## src/rtl/cla_pkg.sv

```systemverilog
// Shared constants and helpers for the pipelined carry-lookahead adder.
package cla_pkg;

  localparam int unsigned DEF_WIDTH = 16;
  localparam int unsigned DEF_BLOCK = 4;

  // Carry injected into group 0 when subtracting (a + ~b + 1)
  localparam logic SUB_CIN = 1'b1;

  // Number of lookahead groups, which is also the pipeline depth
  function automatic int unsigned nblk(input int unsigned width, input int unsigned block);
    return width / block;
  endfunction

endpackage

```

## src/rtl/cla_block.sv

```systemverilog
// One BLOCK-bit carry-lookahead group: every internal carry is a flat
// sum of products of generate/propagate terms, with no bit-to-bit ripple.
module cla_block
  import cla_pkg::*;
#(
  parameter int unsigned BLOCK = DEF_BLOCK
) (
  input  logic [BLOCK-1:0] i_a,
  input  logic [BLOCK-1:0] i_b,
  input  logic             i_ci,
  output logic [BLOCK-1:0] o_s,
  output logic             o_co,
  output logic             o_p,
  output logic             o_g
);

  logic [BLOCK-1:0] w_g;
  logic [BLOCK-1:0] w_p;
  logic [BLOCK:0]   w_c;
  logic             w_term;
  logic             w_gterm;

  assign w_g = i_a & i_b;
  assign w_p = i_a ^ i_b;

  // Carry into bit i+1: ci*p[0..i] | g[j]*p[j+1..i] for every j <= i
  always_comb begin
    w_c    = '0;
    w_term = 1'b0;
    w_c[0] = i_ci;
    for (int i = 0; i < int'(BLOCK); i++) begin
      w_term = i_ci;
      for (int m = 0; m <= i; m++) begin
        w_term = w_term & w_p[m];
      end
      w_c[i+1] = w_term;
      for (int j = 0; j <= i; j++) begin
        w_term = w_g[j];
        for (int m = j + 1; m <= i; m++) begin
          w_term = w_term & w_p[m];
        end
        w_c[i+1] = w_c[i+1] | w_term;
      end
    end
  end

  // Group generate: some bit generates and every bit above it propagates
  always_comb begin
    o_g     = 1'b0;
    w_gterm = 1'b0;
    for (int j = 0; j < int'(BLOCK); j++) begin
      w_gterm = w_g[j];
      for (int m = j + 1; m < int'(BLOCK); m++) begin
        w_gterm = w_gterm & w_p[m];
      end
      o_g = o_g | w_gterm;
    end
  end

  assign o_p  = &w_p;
  assign o_s  = w_p ^ w_c[BLOCK-1:0];
  assign o_co = w_c[BLOCK];

endmodule

```

## src/rtl/cla_pipe_adder.sv

```systemverilog
// Pipelined carry-lookahead adder/subtractor. One BLOCK-bit group is
// resolved per stage; the group carry and the still-unprocessed upper
// operand bits travel forward with the partial sum.
module cla_pipe_adder
  import cla_pkg::*;
#(
  parameter int unsigned WIDTH = DEF_WIDTH,
  parameter int unsigned BLOCK = DEF_BLOCK
) (
  input  logic             clk,
  input  logic             rst_n,
  input  logic             in_valid,
  output logic             in_ready,
  input  logic [WIDTH-1:0] a,
  input  logic [WIDTH-1:0] b,
  input  logic             cin,
  input  logic             sub,
  output logic             out_valid,
  input  logic             out_ready,
  output logic [WIDTH-1:0] sum,
  output logic             cout,
  output logic             ovf,
  output logic             zero
);

  localparam int unsigned NBLK = nblk(WIDTH, BLOCK);

  if ((BLOCK == 0) || (WIDTH < BLOCK) || ((WIDTH % BLOCK) != 0)) begin : g_bad_cfg
    $error("cla_pipe_adder: WIDTH (%0d) must be a nonzero multiple of BLOCK (%0d)", WIDTH, BLOCK);
  end

  // Stage registers; r_a/r_b hold operand bits already shifted down so the
  // next group to resolve always sits in the low BLOCK bits
  logic             r_vld [NBLK];
  logic [WIDTH-1:0] r_sum [NBLK];
  logic             r_c   [NBLK];
  logic [WIDTH-1:0] r_a   [NBLK];
  logic [WIDTH-1:0] r_b   [NBLK];
  logic             r_as  [NBLK];
  logic             r_bs  [NBLK];
  logic             r_ovf;
  logic             r_zero;

  // Values presented to each stage's register inputs
  logic             w_vin  [NBLK];
  logic [WIDTH-1:0] w_opa  [NBLK];
  logic [WIDTH-1:0] w_opb  [NBLK];
  logic [WIDTH-1:0] w_lo   [NBLK];
  logic             w_ci   [NBLK];
  logic             w_as   [NBLK];
  logic             w_bs   [NBLK];
  logic [BLOCK-1:0] w_gs   [NBLK];
  logic             w_gco  [NBLK];
  logic             w_gp   [NBLK];
  logic             w_gg   [NBLK];
  logic [WIDTH-1:0] w_nsum [NBLK];
  logic             w_adv;

  // Whole pipe moves only when the output slot is empty or being drained
  assign w_adv = !r_vld[NBLK-1] || out_ready;

  for (genvar k = 0; k < NBLK; k++) begin : g_stage
    if (k == 0) begin : g_head
      // Stage 0 takes fresh operands; b is inverted once here for subtract
      assign w_vin[k] = in_valid;
      assign w_opa[k] = a;
      assign w_opb[k] = sub ? ~b : b;
      assign w_lo[k]  = '0;
      assign w_ci[k]  = sub ? SUB_CIN : cin;
      assign w_as[k]  = a[WIDTH-1];
      assign w_bs[k]  = w_opb[k][WIDTH-1];
    end else begin : g_body
      // Later stages continue from what the previous stage registered
      assign w_vin[k] = r_vld[k-1];
      assign w_opa[k] = r_a[k-1];
      assign w_opb[k] = r_b[k-1];
      assign w_lo[k]  = r_sum[k-1];
      assign w_ci[k]  = r_c[k-1];
      assign w_as[k]  = r_as[k-1];
      assign w_bs[k]  = r_bs[k-1];
    end

    cla_block #(
      .BLOCK (BLOCK)
    ) u_blk (
      .i_a  (w_opa[k][BLOCK-1:0]),
      .i_b  (w_opb[k][BLOCK-1:0]),
      .i_ci (w_ci[k]),
      .o_s  (w_gs[k]),
      .o_co (w_gco[k]),
      .o_p  (w_gp[k]),
      .o_g  (w_gg[k])
    );

    // Merge this group's sum bits above the bits already resolved
    assign w_nsum[k] = w_lo[k] | (WIDTH'(w_gs[k]) << (k * BLOCK));

    // Group-level lookahead must agree with the group's own carry chain
    assert property (@(posedge clk) disable iff (!rst_n)
      w_gco[k] == (w_gg[k] | (w_gp[k] & w_ci[k])));
  end

  // Shift all stages together; payload only loads behind a valid bit so
  // bubbles and idle inputs never disturb held data
  always_ff @(posedge clk or negedge rst_n) begin
    if (!rst_n) begin
      for (int k = 0; k < int'(NBLK); k++) begin
        r_vld[k] <= 1'b0;
        r_sum[k] <= '0;
        r_c[k]   <= 1'b0;
        r_a[k]   <= '0;
        r_b[k]   <= '0;
        r_as[k]  <= 1'b0;
        r_bs[k]  <= 1'b0;
      end
      r_ovf  <= 1'b0;
      r_zero <= 1'b0;
    end else if (w_adv) begin
      for (int k = 0; k < int'(NBLK); k++) begin
        r_vld[k] <= w_vin[k];
        if (w_vin[k]) begin
          r_sum[k] <= w_nsum[k];
          r_c[k]   <= w_gco[k];
          r_a[k]   <= w_opa[k] >> BLOCK;
          r_b[k]   <= w_opb[k] >> BLOCK;
          r_as[k]  <= w_as[k];
          r_bs[k]  <= w_bs[k];
        end
      end
      if (w_vin[NBLK-1]) begin
        r_ovf  <= (w_as[NBLK-1] == w_bs[NBLK-1]) &&
                  (w_nsum[NBLK-1][WIDTH-1] != w_as[NBLK-1]);
        r_zero <= ~|w_nsum[NBLK-1];
      end
    end
  end

  assign in_ready  = w_adv;
  assign out_valid = r_vld[NBLK-1];
  assign sum       = r_sum[NBLK-1];
  assign cout      = r_c[NBLK-1];
  assign ovf       = r_ovf;
  assign zero      = r_zero;

endmodule

```

## config.mk

```make
export PLATFORM = sky130hd
export DESIGN_NAME = cla_pipe_adder
export DESIGN_NICKNAME = d
export VERILOG_FILES = /design/src/rtl/cla_pkg.sv /design/src/rtl/cla_block.sv /design/src/rtl/cla_pipe_adder.sv
export SDC_FILE = /design/constraint.sdc
export NUM_CORES = 1
export LEC_CHECK = 0
export BUFFER_PORTS_ARGS = -buffer_cell sky130_fd_sc_hd__buf_2
export CAP_MARGIN = 20
export CORE_ASPECT_RATIO = 1.5
export CORE_MARGIN = 2
export CORE_UTILIZATION = 62
export DETAILED_ROUTE_END_ITERATION = 10
export PLACE_DENSITY = 0.95
export SLEW_MARGIN = 20
export SYNTH_ARGS = -nofsm -noshare
export SYNTH_HDL_FRONTEND = slang
export SYNTH_SLANG_ARGS = --single-unit
export TNS_END_PERCENT = 10
```

## constraint.sdc

```tcl
create_clock -name clk -period 2.8 [get_ports clk]
set_clock_uncertainty 0.15 [all_clocks]
set_input_delay 0.42 -clock clk [delete_from_list [all_inputs] [get_ports clk]]
set_output_delay 0.42 -clock clk [all_outputs]
set_load 0.01 [all_outputs]
```

==> impl_results.md, run 1 <==
- Clk_lat worst skew: 0.37 ns
- Setup TNS: 0 ns
- WL met1: around 3100 µm
- Fin crit period: between 2 and 2.5 ns
- Via count: 2616
- Die width: roughly 73 µm
- Root Driver: clkbuf_8
- Yosys warns: 0
- Site Rows: 37
- Max Buffers Root-to-Sink: 2
- Data arrival time of the worst path: ~2.2 ns
- Syn Nets: 403
- Power Dens Cells: 1100 mW/mm²
- Met2 routed WL: between 3000 and 4000 µm
- Pins Over Slew Limit: 0
- Peak VDD IR: 0.000567 V
- WL met3: 288 µm
- Total grt overflow: 0
- I/O Buffers: between 50 and 60
- Period utilization: 0.737
- Unrepaired setup endpoints after global routing: false
- Worst Tran Pin Value: 0.794 ns
- CP Capture Type: flip-flop
- # H-tree levels: 3
- Final Setup Violations: 0
- #FFs+latches synth: 98
- Static Leak: 2.29 nW
- CTS tree: done
- 1st-pass router iterations: 4
- Hold WS: between 0.1 and 0.15 ns
- Clock-pin slew on the worst setup and hold paths: 0.09 ns
- Setup crit start kind: flip-flop
- R2R Setup Slk: 0.74 ns
- Share of cells above drive strength 1: 0.375
- Commonest cells after routing, fill and taps aside: dfrtp_1 (98), mux2_2 (65), buf_2 (57), nand2_1 (30)
- Largest net degree at the start of global routing: roughly 60
- Synthesized cell area: roughly 0.0045 mm²
- DR DRC count: 0
- WL/cell: ~16 µm
- Final ANT Viol Nets: 0
- CP required: 2.91 ns
- Outcome: complete, no violations
- Drt total wl: 7430 µm
- Max cap viols: 0
- Commonest non-fill, non-tap cell in the layout: dfrtp_1
- Maximum clock rate: just under 0.5 GHz
- Io pins: 59
- CTS sink count: 98
- Top layer in use: met4
- Die area: 0.00790 mm²
- ANT cells: 0
- Post-DP HPWL: 5320 µm
- Fin. Hold Viols: 0
- Global-route wire length before repair: approximately 13000 µm
- Starting Density: 0.647
- Layout area overhead: 9.51%
- Critical path class: reg -> reg
- Initial antenna violation count: 0
- TritonCTS Buffers: 9
- CP max FO: 3
- Vias in the first global route: 2788
- Syn Area/Cell: 13.1 µm²
- Die Y: 108 µm
- Gate Count Post-Synth: 341
- Register area share after synthesis: 0.550
- Netlist cell types: 28
- Worst min-delay path category: in -> reg
- Core Area: 0.00690 mm²
- Vias per inst: around 5.6
- Starting DRT DRC Count: approximately 160
- Routability congestion estimate: 0.744
- Nets: 446
- Gr usage total: 0.222
- Worst rel slew slack: 0.469
[synthesized netlist by cell type (all sizes together)]
library cell   n  area share
nand2b         4      0.0056
fa             4       0.018
clkbuf         1     0.00084
or2            1      0.0014
nor4           1      0.0014
xnor2         17       0.033
mux2          65        0.16
o31a           3      0.0059
xor2           6       0.012
dfrtp         98        0.55
a21oi          2      0.0022
ha            20       0.056
a211oi         1      0.0017
o41ai          1      0.0036
o21ai         20       0.022
nand4          1      0.0014
o21a          10       0.017
o31ai          7       0.012
or4            1      0.0025
nor2           2      0.0017
nor3           8       0.010
buf           30       0.044
o211ai         1      0.0017
inv            6      0.0050
nand2         31       0.027
[path summary, 6_finish.rpt]
path,depth (start not counted),from,end
min in group asynchronous,2,rst_n,r_a[48]
max in group asynchronous,3,rst_n,r_a[58]
hold / removal,2,a[4],r_a[48]
setup / recovery,6,r_b[32],r_c[1]
setup reg to reg,6,r_b[32],r_c[1]
hold reg to reg,2,r_sum[37],r_sum[37]
[sequential cells by signal, indices dropped and copies added, names as in the netlist]
signal     flops
r_sum         24
r_a           21
r_b           21
sum           16
r_as           3
r_bs           3
r_c            3
r_vld          3
cout           1
out_valid      1
ovf            1
zero           1
[cell families after synthesis]
group | count (synthesis) | share of synthesized area
AOI/OAI and AO/OA | 45 | 0.0662
xor gates and xnor gates | 23 | 0.0451
adders and majority gates | 24 | 0.0740
buffers and inverters | 37 | 0.0502
DFF | 98 | 0.550
muxes | 65 | 0.164
and+or+nand+nor | 49 | 0.0508
[per-stage QoR]
step           total power [W]  instance area [µm²]  utilization  std cells  setup slack (ns)
3_5_place_dp           0.00454                 4690        0.680        450             0.395
5_1_grt                0.00580                 4890        0.708        467             0.590
3_3_place_gp           0.00436                 4690        0.680        450             0.442
2_1_floorplan          0.00411                 4460            -        341             0.269
4_1_cts                0.00543                 4890        0.708        467             0.749
6_report               0.00539                 4890        0.708        467             0.737
[repair_timing]
item                      in CTS  in global routing
hold endpoints to repair      40                  0
gates resized for setup        0                  0
setup buffers                  0                  0
hold buffers                   1                  0
[per-layer routing]
metal | track usage | up-vias
li1 | - | 1245
met4 | 0.104 | 0
met5 | 0 | -
met2 | 0.362 | 68
met1 | 0.273 | 1288
met3 | 0.0552 | 15
[critical path, cell delays in order (launching register included)]
cell,delay [ns]
dfrtp_1,0.42
ha_1,0.32
ha_1,0.19
o21a_1,0.21
o21a_1,0.21
o21a_1,0.21
o31a_1,0.24
[area by class of cell]
| type | instances | area (µm²) |
|---|---|---|
| well taps | 78 | 97.6 |
| inverters | 6 | 22.5 |
| flip-flops and latches | 98 | 2450 |
| clock buffers | 14 | 173 |
| fillers | 445 | 2010 |
| repair buffers | 63 | 345 |
| multi-input cells | 206 | 1790 |
| clock inverters | 2 | 10.0 |
[report_power, final]
part	total, W	leakage [nW]	internal, W	switching [W]
sequential	0.00245	1.18	0.00205	0.000405
clock	0.000847	0.0965	0.000394	0.000453
combinational	0.00210	1.02	0.00110	0.000994
total	0.00539	2.29	0.00354	0.00185
Note: power is estimated with default switching activity, not from simulation.
==> run 2: changes to the inputs <==
--- a/config.mk
+++ b/config.mk
@@ -9,9 +9,9 @@
 export CAP_MARGIN = 20
 export CORE_ASPECT_RATIO = 1.5
 export CORE_MARGIN = 2
-export CORE_UTILIZATION = 62
+export CORE_UTILIZATION = 52
 export DETAILED_ROUTE_END_ITERATION = 10
-export PLACE_DENSITY = 0.95
+export PLACE_DENSITY = 0.86
 export SLEW_MARGIN = 20
 export SYNTH_ARGS = -nofsm -noshare
 export SYNTH_HDL_FRONTEND = slang
==> constraint.sdc (replaced) <==
create_clock -name clk -period 1.85 [get_ports clk]
set_clock_uncertainty 0.15 [all_clocks]
set_input_delay 0.2775 -clock clk [delete_from_list [all_inputs] [get_ports clk]]
set_output_delay 0.2775 -clock clk [all_outputs]
set_load 0.01 [all_outputs]
==> run 2 against run 1 <==
Effect of this change:
- the flow now finishes with violations (setup timing)
- die area is 18% higher
- final area is 6.7% higher
- core utilization is 8.5 points lower
- sequential cell count stayed put
- clock-buffer cell count is 2 lower
- first-iteration DRC count is 13% higher
- worst hold slack worse by 0.11 ns
- global-route usage is 4.0 points lower
- clock power is 110% higher
- non-clock buffer count is 13 higher
==> impl_results.md, run 2 (synthesis results as in run 1) <==
- Share of cells above drive strength 1: 0.423
- Max cap viols: 0
- CTS sink count: 98
- Hold WS: 0.0163 ns
- Vias in the first global route: 2700
- Via count: approximately 2600
- CTS tree: done
- Switching share of power: 0.332
- Largest register FFs: 24
- # H-tree levels: 3
- Worst rel slew slack: 0.652
- Io pins: 59
- Power Dens Cells: roughly 1700 mW/mm²
- Internal: roughly 0.0060 W
- Starting DRT DRC Count: around 180
- R2R Setup Slk: -0.14 ns
- Sequential Area: 0.00245 mm²
- Die Y: 117 µm
- Starting Density: 0.534
- TritonCTS Buffers: 9
- Final Setup Violations: 7
- Reg power frac: 0.408
- Global-route wire length before repair: roughly 13000 µm
- 1st-pass router iterations: 4
- Core Area: 0.00836 mm²
- Nets: 459
- Post-DP HPWL: 5540 µm
- Routability congestion estimate: 0.824
- ANT cells: 0
- Gr usage total: 0.182
- Pins Over Slew Limit: 0
- Die area: 0.00935 mm²
- Commonest cells after routing, fill and taps aside: dfrtp_1 (98), mux2_2 (65), buf_2 (57), nand2_1 (30), o21ai_0 (20)
- Clk_lat worst skew: 0.34 ns
- Worst Tran Pin Value: between 0.5 and 0.6 ns
- Final ANT Viol Nets: 0
- Initial antenna violation count: 0
- Setup crit start kind: flip-flop
- Layout area overhead: 16.9%
- Largest Register: r_sum
- WL/cell: 15.5 µm
- CP required: roughly 1.9 ns
- Peak VDD IR: 0.000714 V
- CP Capture Type: flip-flop
- Switching pwr: about 0.0030 W
- Commonest non-fill, non-tap cell in the layout: dfrtp_1
- Clock-pin slew on the worst setup and hold paths: ~0.060 ns
- Drt total wl: 7910 µm
- Fin crit period: around 2.0 ns
- Failing checks: setup timing
- Setup TNS: -0.568 ns
- Fin. Hold Viols: 0
- Post-route setup slack: -0.142 ns
- Period utilization: 1.08
- DR DRC count: 0
- Max Buffers Root-to-Sink: 2
- Critical path class: reg -> reg
- Largest net degree at the start of global routing: about 100
- Die width: ~80 µm
- Multi-input logic area: ~0.0018 mm²
- Fill cells: 641
- Maximum clock rate: around 0.50 GHz
- Static Leak: 2.43 nW
- CP max FO: 2
- Data arrival time of the worst path: 2.07 ns
- Worst min-delay path category: in -> reg
- Outcome: finished with violations
- Total grt overflow: 0
- Vias per inst: 5.18
- Biggest regs: r_sum x24, r_a x21, r_b x21
- Site Rows: between 40 and 50
- Setup Buffers After CTS: 0
- Comb pwr share: 0.399
- Unrepaired setup endpoints after global routing: true
- Clock power frac: 0.193
- Root Driver: clkbuf_16
- I/O Buffers: 58
run 2: worst paths after layout:
path                          from      end  cells after the start
setup / recovery           r_a[32]   r_c[1]                      6
hold / removal               a[11]  r_a[55]                      2
setup reg to reg           r_a[32]   r_c[1]                      6
hold reg to reg            r_b[57]  r_b[57]                      2
max in group asynchronous    rst_n  sum[12]                      3
min in group asynchronous    rst_n  r_a[48]                      3
run 2: through the flow:
step	total power [W]	utilization	worst slack (ns)	instance area (µm²)	std cells
2_1_floorplan	0.00623	-	-0.336	4490	341
3_3_place_gp	0.00688	0.584	-0.223	4890	492
3_5_place_dp	0.00717	0.584	-0.274	4890	492
4_1_cts	0.00901	0.622	-0.160	5200	509
5_1_grt	0.00964	0.624	-0.235	5220	509
6_report	0.00903	0.624	-0.142	5220	509
run 2: layout make-up:
| cell class | instances | area share |
|---|---|---|
| sequential | 98 | 0.470 |
| multi-input combinational | 206 | 0.351 |
| timing repair buffer | 76 | 0.0945 |
| clock buffer | 12 | 0.0492 |
| tap | 107 | 0.0257 |
| clock inverter | 4 | 0.00504 |
| inverter | 6 | 0.00432 |
run 2: repair_timing:
action	in CTS	in global routing
gates resized for setup	5	3
pin swaps	4	1
hold buffers	1	0
hold endpoints to repair	98	0
setup endpoints to repair	11	11
run 2: power groups by stage:
stage	Clock [W]	Combinational, W	Sequential, W
6_report	0.00174	0.00360	0.00368
5_1_grt	0.00188	0.00396	0.00380
4_1_cts	0.00176	0.00356	0.00368
3_5_place_dp	0	0.00346	0.00372
3_3_place_gp	0	0.00323	0.00365
2_1_floorplan	0	0.00269	0.00354
run 2: routing by layer:
layer	routed length, µm	vias to the layer above	global-route usage	share of wire
li1	-	1278	-	-
met1	3350	1299	0.226	0.42
met2	4150	50	0.307	0.52
met3	277	8	0.0391	0.035
met4	138	0	0.0711	0.017
met5	0	-	0	0
run 2: critical path: stages (launching register included):
cell     delay, ns
dfrtp_1       0.39
ha_1          0.31
ha_1          0.20
o21a_1        0.18
o21a_1        0.19
o21a_1        0.20
o31a_1        0.24
